==> src/rtl/regfile_sb_if.sv <==
`default_nettype none
// ============================================================================
//  Module      : regfile_sb_if
//  Description : Bus bundle between the datapath and the scoreboarded
//                register file: two read ports with their busy flags, one
//                writeback port and one issue port.
//                master - datapath side (drives addresses, write and issue)
//                slave  - register file side (returns read data and busy)
//  Revision    : 1.0 - initial release
// ============================================================================
interface regfile_sb_if #(
  parameter int WIDTH  = 16,
  parameter int ADDR_W = 2
);
  logic [ADDR_W-1:0] rr1;
  logic [ADDR_W-1:0] rr2;
  logic [WIDTH-1:0]  rd1;
  logic [WIDTH-1:0]  rd2;
  logic              busy1;
  logic              busy2;
  logic              regwrite;
  logic [ADDR_W-1:0] wr;
  logic [WIDTH-1:0]  wd;
  logic              iss_valid;
  logic [ADDR_W-1:0] iss_reg;

  modport master (
    output rr1, rr2, regwrite, wr, wd, iss_valid, iss_reg,
    input  rd1, rd2, busy1, busy2
  );

  modport slave (
    input  rr1, rr2, regwrite, wr, wd, iss_valid, iss_reg,
    output rd1, rd2, busy1, busy2
  );
endinterface
`default_nettype wire

==> src/rtl/regfile_sb.sv <==
`default_nettype none
// ============================================================================
//  Module      : regfile_sb
//  Description : 2**ADDR_W x WIDTH register file, register 0 hardwired to
//                zero. Two combinational read ports, one synchronous write
//                port, optional same-cycle write-to-read bypass and a
//                per-register busy scoreboard for outstanding writebacks.
//  Ports       : clock   - rising-edge clock
//                reset_n - asynchronous active-low clear of data and busy
//                bus     - regfile_sb_if.slave (read, writeback, issue)
//  Revision    : 1.0 - initial release
// ============================================================================
module regfile_sb #(
  parameter int WIDTH  = 16,
  parameter int ADDR_W = 2,
  parameter int BYPASS = 1
) (
  input  logic          clock,
  input  logic          reset_n,
  regfile_sb_if.slave   bus
);

  localparam int c_NREG = 2 ** ADDR_W;

  // Flattened view of the state, with entry 0 tied to zero so the read
  // muxes can index directly by address.
  logic [WIDTH-1:0]  w_regs [c_NREG];
  logic [c_NREG-1:0] w_busy;

  logic w_wr_valid;
  logic w_hit1;
  logic w_hit2;

  assign w_regs[0] = '0;
  assign w_busy[0] = 1'b0;

  assign w_wr_valid = bus.regwrite && (bus.wr != '0);

  generate
    for (genvar i = 1; i < c_NREG; i++) begin : g_reg
      logic [WIDTH-1:0] r_data;
      logic             r_busy;

      always_ff @(posedge clock or negedge reset_n) begin
        if (!reset_n) begin
          r_data <= '0;
          r_busy <= 1'b0;
        end else begin
          if (bus.regwrite && (bus.wr == ADDR_W'(i))) begin
            r_data <= bus.wd;
          end
          // A new issue marks a younger outstanding write, so it takes
          // precedence over a writeback landing on the same register.
          if (bus.iss_valid && (bus.iss_reg == ADDR_W'(i))) begin
            r_busy <= 1'b1;
          end else if (bus.regwrite && (bus.wr == ADDR_W'(i))) begin
            r_busy <= 1'b0;
          end
        end
      end

      assign w_regs[i] = r_data;
      assign w_busy[i] = r_busy;
    end
  endgenerate

  // Forwarding hits: the writeback in flight satisfies the read, so the
  // reader sees the new data and must not stall on it.
  assign w_hit1 = (BYPASS != 0) && w_wr_valid && (bus.wr == bus.rr1);
  assign w_hit2 = (BYPASS != 0) && w_wr_valid && (bus.wr == bus.rr2);

  // Outputs are forced quiet while reset is held so a pending write cannot
  // leak through the bypass path.
  assign bus.rd1   = !reset_n ? '0 : (w_hit1 ? bus.wd : w_regs[bus.rr1]);
  assign bus.rd2   = !reset_n ? '0 : (w_hit2 ? bus.wd : w_regs[bus.rr2]);
  assign bus.busy1 = reset_n && !w_hit1 && w_busy[bus.rr1];
  assign bus.busy2 = reset_n && !w_hit2 && w_busy[bus.rr2];

endmodule
`default_nettype wire

==> src/flat_wrapper.sv <==
// flat-port wrapper written by rule: the top's interface ports become plain ports
module regfile_sb_flat 
#(
  parameter int WIDTH  = 16,
  parameter int ADDR_W = 2,
  parameter int BYPASS = 1
)
  (clock, reset_n, bus_rr1, bus_rr2, bus_regwrite, bus_wr, bus_wd, bus_iss_valid, bus_iss_reg, bus_rd1, bus_rd2, bus_busy1, bus_busy2);
  regfile_sb_if #(.WIDTH(WIDTH), .ADDR_W(ADDR_W)) bus_i ();
  input  logic clock;
  input  logic reset_n;
  input wire logic [$bits(bus_i.rr1)-1:0] bus_rr1;
  input wire logic [$bits(bus_i.rr2)-1:0] bus_rr2;
  input wire logic [$bits(bus_i.regwrite)-1:0] bus_regwrite;
  input wire logic [$bits(bus_i.wr)-1:0] bus_wr;
  input wire logic [$bits(bus_i.wd)-1:0] bus_wd;
  input wire logic [$bits(bus_i.iss_valid)-1:0] bus_iss_valid;
  input wire logic [$bits(bus_i.iss_reg)-1:0] bus_iss_reg;
  output wire logic [$bits(bus_i.rd1)-1:0] bus_rd1;
  output wire logic [$bits(bus_i.rd2)-1:0] bus_rd2;
  output wire logic [$bits(bus_i.busy1)-1:0] bus_busy1;
  output wire logic [$bits(bus_i.busy2)-1:0] bus_busy2;
  assign bus_i.rr1 = bus_rr1;
  assign bus_i.rr2 = bus_rr2;
  assign bus_i.regwrite = bus_regwrite;
  assign bus_i.wr = bus_wr;
  assign bus_i.wd = bus_wd;
  assign bus_i.iss_valid = bus_iss_valid;
  assign bus_i.iss_reg = bus_iss_reg;
  assign bus_rd1 = bus_i.rd1;
  assign bus_rd2 = bus_i.rd2;
  assign bus_busy1 = bus_i.busy1;
  assign bus_busy2 = bus_i.busy2;
  regfile_sb #(.WIDTH(WIDTH), .ADDR_W(ADDR_W), .BYPASS(BYPASS)) u_core (.clock(clock), .reset_n(reset_n), .bus(bus_i));
endmodule
==> config.mk <==
export PLATFORM = sky130hd
export DESIGN_NAME = regfile_sb_flat
export DESIGN_NICKNAME = d
export VERILOG_FILES = /design/src/rtl/regfile_sb_if.sv /design/src/rtl/regfile_sb.sv /design/src/flat_wrapper.sv
export SDC_FILE = /design/constraint.sdc
export NUM_CORES = 1
export LEC_CHECK = 0
export ABC_CLOCK_PERIOD_IN_PS = 2000
export CORE_MARGIN = 2
export CORE_UTILIZATION = 54
export DETAILED_ROUTE_END_ITERATION = 12
export GPL_TIMING_DRIVEN = 0
export PLACE_DENSITY_LB_ADDON = 0.1
export SYNTH_ARGS = -nofsm -noshare
export SYNTH_HDL_FRONTEND = slang
export SYNTH_SLANG_ARGS = --single-unit
==> constraint.sdc <==
create_clock -name clock -period 2 [get_ports clock]
set_input_delay 0.4 -clock clock [delete_from_list [all_inputs] [get_ports clock]]
set_output_delay 0.4 -clock clock [all_outputs]
set_load 0.03 [all_outputs]
# After elaboration in Yosys (flattened, before gate mapping)
# Cells that the tools add are included.
[totals]
n_memories = 0
elab_cells = 59
rom_bits = 0
out_inout_bits = 34
register_bits = 51
latchBits = 0
mem_bits_rw = 0
[op_classes]
addsub = 0
n_bitwise = 2
n_reduce_logical = 19
div = 0
mul = 0
n_lt_le_gt_ge = 4
n_shift = 0
n_mux = 20
eq_ne = 8
[ops]
columns = ["operator", "n"]
rows = [
  ["$mux 16", 8],
  ["$bmux 16 s2", 2],
  ["$logic_and 1x1->1", 13],
  ["$eq 2x2->1 const B", 4],
  ["$mux 1", 8],
  ["$reduce_bool 2->1", 4],
  ["$ge 3x3->1 const B", 2],
  ["$lt 2x3->1 const B", 2],
  ["$not 2->3", 2],
  ["$bmux 1 s2", 2],
  ["$eq 2x1->1 const B", 2],
  ["$eq 2x2->1", 2],
  ["$logic_not 1->1", 2],
]

# Logic depth before layout (Yosys ltp)
# Gate-level depths: netlist of the first run.
[depth]
ltp_word = 6
depth_mapped = 6
mapped_depth_nobuf = 3

# Worst setup path after synthesis of the first run
# No wires, ideal clock.
[synth_path]
path_type = "input to output"
startpoint = "input bus_wr[0]"
endpoint = "output bus_rd1[0]"
path_stages = 5
slack_ns = -0.317
arrival_ns = 1.917
path_cell_list = "buf_6 nand4bb_4 o22a_1 buf_6 a221oi_1"
[synth_via]
elab_chain_cells = 5
word_cells_on_any_way = 6
[synth_rtl]
columns = ["element", "line_no", "rtl"]
rows = [
  ["start: declaration", "flat_wrapper.sv:15", "input wire logic [$bits(bus_i.wr)-1:0] bus_wr;"],
  ["$reduce_bool 2->1", "regfile_sb.sv:37", "assign w_wr_valid = bus.regwrite && (bus.wr != '0);"],
  ["$logic_and 1x1->1", "regfile_sb.sv:37", ""],
  ["$logic_and 1x1->1 *", "regfile_sb.sv:69", "assign w_hit1 = (BYPASS != 0) && w_wr_valid && (bus.wr == bus.rr1);"],
  ["$mux 16 * (2 in a row)", "regfile_sb.sv:74", "assign bus.rd1 = !reset_n ? '0 : (w_hit1 ? bus.wd : w_regs[bus.rr1]);"],
  ["end: declaration", "flat_wrapper.sv:19", "output wire logic [$bits(bus_i.rd1)-1:0] bus_rd1;"],
]
# Mark *: on every way between the ends. The rest lies on a longest branch, timed or not.

# Worst setup path after layout of the first run
[layout_path]
startpoint = "input bus_rr1[0]"
endpoint = "output bus_rd1[6]"
[layout_via]
elab_chain_cells = 6
word_cells_on_any_way = 8
[layout_rtl]
columns = ["element", "line_no", "rtl"]
rows = [
  ["start: declaration", "flat_wrapper.sv:12", "input wire logic [$bits(bus_i.rr1)-1:0] bus_rr1;"],
  ["$not 2->3 (not written as such)", "regfile_sb.sv:74", ""],
  ["$bmux 16 s2", "regfile_sb.sv:74", ""],
  ["$mux 16 (not written as such) (2 in a row)", "regfile_sb.sv:74", ""],
  ["$mux 16 * (2 in a row)", "regfile_sb.sv:74", ""],
]
# Mark *: on every way between the ends. The rest lies on a longest branch, timed or not. The select of a mux whose other input is x is not followed.

==> metrics.md, run 1 <==
| Metric | Value |
|---|---|
| Drt total wl | 14600 um |
| Critical path peak fanout | 5 |
| FMAX | between 0.4 and 0.5 GHz |
| Fin crit share | 1.14 |
| Num rows | 29 |
| WL/cell | 29.1 um |
| PD cells | 677 nW/um2 |
| Seq cells post-synth | 51 |
| Max cap viols | 0 |
| 1st-iter DRT viols | about 320 |
| Sequential element share of the synthesized area | 0.353 |
| Grt total ovfl | 0 |
| R2R Path Start | u_core.g_reg[2].r_data[0] |
| Total chip power | approximately 3.8 mW |
| Share of post-route cells with drive strength above 1 | 0.634 |
| CTS tree | yes |
| Placed cell count | 461 |
| PnR worst setup slack | -0.270 ns |
| Net Count, Synth | around 350 |
| CTS root buffer | clkbuf_8 |
| Worst EP required | 1.60 ns |
| DRT Pass-1 Iters | 10 |
| Synth unique cells | 33 |
| Worst path bufs/invs | 4 |
| Crit-path cells | buf_2 > nand4bb_4 > o22a_1 > buf_6 > buf_12 > a221oi_4 > buf_6 |
| Fin crit period | about 2.3 ns |
| Die X | 85.8 um |
| Slew margin rel. | 0.613 |
| Run status | complete, but fails checks |
| H-tree Lvls | 2 |
| Leading cell type in the layout, fill and taps excluded | mux2_2 |
| Setup-failing EPs final | 29 |
| Worst flop-to-flop path endpoint | u_core.g_reg[2].r_data[0] |
| Final cell count without fillers | about 500 |
| Avg Synthesized Cell Area | 11.2 um2 |
| Post-Synthesis Cells | 324 |
| Largest delay share family, worst path | buffers and inverters |
| Critical path type | primary input to primary output |
| Core area | 6420 um2 |
| R2R cell count | 1 |
| Reg2reg setup slack | 1.13 ns |
| Routed Antenna Nets | 0 |
| Vias in the first global route | 3629 |
| Via count | 3687 |
| Class of the worst hold path | primary input to async pin |
| DP Wirelength | roughly 7000 um |
| Largest net degree at the start of global routing | 26 |
| IO Pins | 62 |
| Hold_ws | 0.0140 ns |
| Total track usage | 0.370 |
| VDD IR-drop max | 0.385 mV |
| Die area | 7360 um2 |
| Final nets | 452 |
| Slowest cell on the critical path | a221oi_4 |
| Area Overhead vs Synth | 53.9% |
| Leak | 2.22 nW |
| Die Y | 85.8 um |
| Critical Path Stages | 7 |
| Crit end category | primary output |
| Clock Sinks | 51 |
| Slowest Stage Delay on Critical Path | 0.34 ns |
| Post-route DRC | 4 |
| Antenna violations before repair | 0 |
| Yosys warnings | 0 |
| Final count of pins violating max slew | 0 |
| RSZ-0062 raised after global routing | yes |
| Routability congestion estimate | about 0.84 |
| Inserted Diodes | 0 |
| CTS clock-pin slew for the worst setup and hold paths | 0.10 ns |
| TritonCTS Buffers | 5 |
| Most frequent CP cell | buf_6 |
| Failing checks | DRC, setup timing |
| Initial Utilization | 0.563 |
| Port Buffers | 59 |
| Clock Tree Buf Depth | 2 |
| Startpoint type of the worst setup path | primary input |
| Worst Path Arrival | 1.87 ns |
| Most frequent cells in the layout | mux2_2 (81), dfrtp_1 (51), buf_6 (45), buf_4 (32), a22oi_1 (17) |
| Setup TNS | -3.90 ns |
| Clk_lat worst skew | 0.31 ns |
| End-of-flow core utilization | 0.866 |
| Global-route wire length before repair | 20600 um |
| Final Hold Vio Count | 0 |
| Worst Clk Skew | 0 ns |
| Post-Synthesis Cell Area | ~3600 um2 |
| Actual slew at the worst max-slew pin | roughly 0.58 ns |
| Vias per cell | around 7.4 |
[final cells by class]
class / count / area [um2]
buffer: 34 / 354
clock buffer: 6 / 72.6
clock inverter: 1 / 30.0
fill: 307 / 862
inverter: 2 / 16.3
multi-input combinational: 236 / 2660
sequential: 51 / 1280
tap: 77 / 96.3
timing repair buffer: 94 / 1060
[cell families after synthesis]
kind of cell | share of synthesized area
AND/OR/NAND/NOR | 0.122
buffers and inverters | 0.0613
flip-flops | 0.353
XOR/XNOR | 0.00900
AO/OA/AOI/OAI | 0.199
multiplexers | 0.256
[metal layers]
layer | vias to the layer above | track usage | routed length [um]
met2 | 312 | 0.563 | 6820
met3 | 82 | 0.0654 | 1530
li1 | 1479 | - | -
met1 | 1814 | 0.504 | 5440
met5 | - | 0 | 0
met4 | 0 | 0.198 | 787
[worst max path at each step]
stage	start	slack, ns	to
CTS	bus_rr1[1]	-0.15	bus_rd1[6]
detailed placement	reset_n	-1.57	bus_rd1[5]
global route	bus_rr1[0]	-0.28	bus_rd1[7]
global placement	reset_n	-3.21	bus_rd1[5]
floorplan	bus_rr2[1]	-0.07	bus_rd2[10]
finish	bus_rr1[0]	-0.27	bus_rd1[6]
[registers in the layout, indices dropped and copies added, names as in the netlist]
name and flops:
u_core.g.r_data 48, u_core.g.r_busy 3
[synthesized netlist by cell type (all sizes together)]
library cell / instances / area, um2
a21oi: 16 / 80.1
a221oi: 16 / 196
a22o: 2 / 17.5
a22oi: 32 / 240
a32o: 1 / 10.0
and2b: 1 / 7.51
and3: 2 / 12.5
buf: 24 / 173
clkbuf: 11 / 41.3
clkinv: 1 / 3.75
dfrtp: 51 / 1280
inv: 1 / 3.75
mux2: 82 / 923
nand2: 5 / 18.8
nand2b: 16 / 100
nand3: 3 / 27.5
nand3b: 2 / 27.5
nand4b: 16 / 140
nand4bb: 2 / 38.8
nor2: 16 / 60.1
nor2b: 1 / 6.26
o21ai: 3 / 18.8
o221ai: 16 / 140
o22a: 2 / 17.5
xor2: 2 / 32.5
[through the flow]
| step | setup slack, ns | cell area, um2 |
|---|---|---|
| 3_5_place_dp | -1.57 | 4520 |
| 2_1_floorplan | -0.0743 | 3810 |
| 6_report | -0.270 | 5560 |
| 4_1_cts | -0.148 | 5350 |
| 3_3_place_gp | -3.21 | 4500 |
| 5_1_grt | -0.284 | 5560 |
[timing repair]
item / CTS / global route
setup endpoints to repair: 43 / 34
endpoints found under the hold margin: 25 / 0
gates cloned: 3 / 0
resized for setup: 340 / 56
buffers inserted: 27 / 2
pin swaps: 13 / 13
hold buffers: 3 / 0
[report_power, final]
part	total (mW)	leakage (nW)	internal, mW	switching, mW
registers	1.40	0.603	1.22	0.179
logic	1.63	1.56	0.811	0.818
clock network	0.733	0.0513	0.368	0.365
total	3.77	2.22	2.40	1.36
Power figures use the tool's default switching activity.
==> run 2: changes to the inputs <==
--- a/config.mk
+++ b/config.mk
@@ -5,7 +5,6 @@
 export SDC_FILE = /design/constraint.sdc
 export NUM_CORES = 1
 export LEC_CHECK = 0
-export ABC_CLOCK_PERIOD_IN_PS = 2000
 export CORE_MARGIN = 2
 export CORE_UTILIZATION = 54
 export DETAILED_ROUTE_END_ITERATION = 12
@@ -14,3 +13,4 @@
 export SYNTH_ARGS = -nofsm -noshare
 export SYNTH_HDL_FRONTEND = slang
 export SYNTH_SLANG_ARGS = --single-unit
+export TNS_END_PERCENT = 100
==> results of run 2 <==
Same layout as run 1: the final DEF is identical, and so are final timing and power.
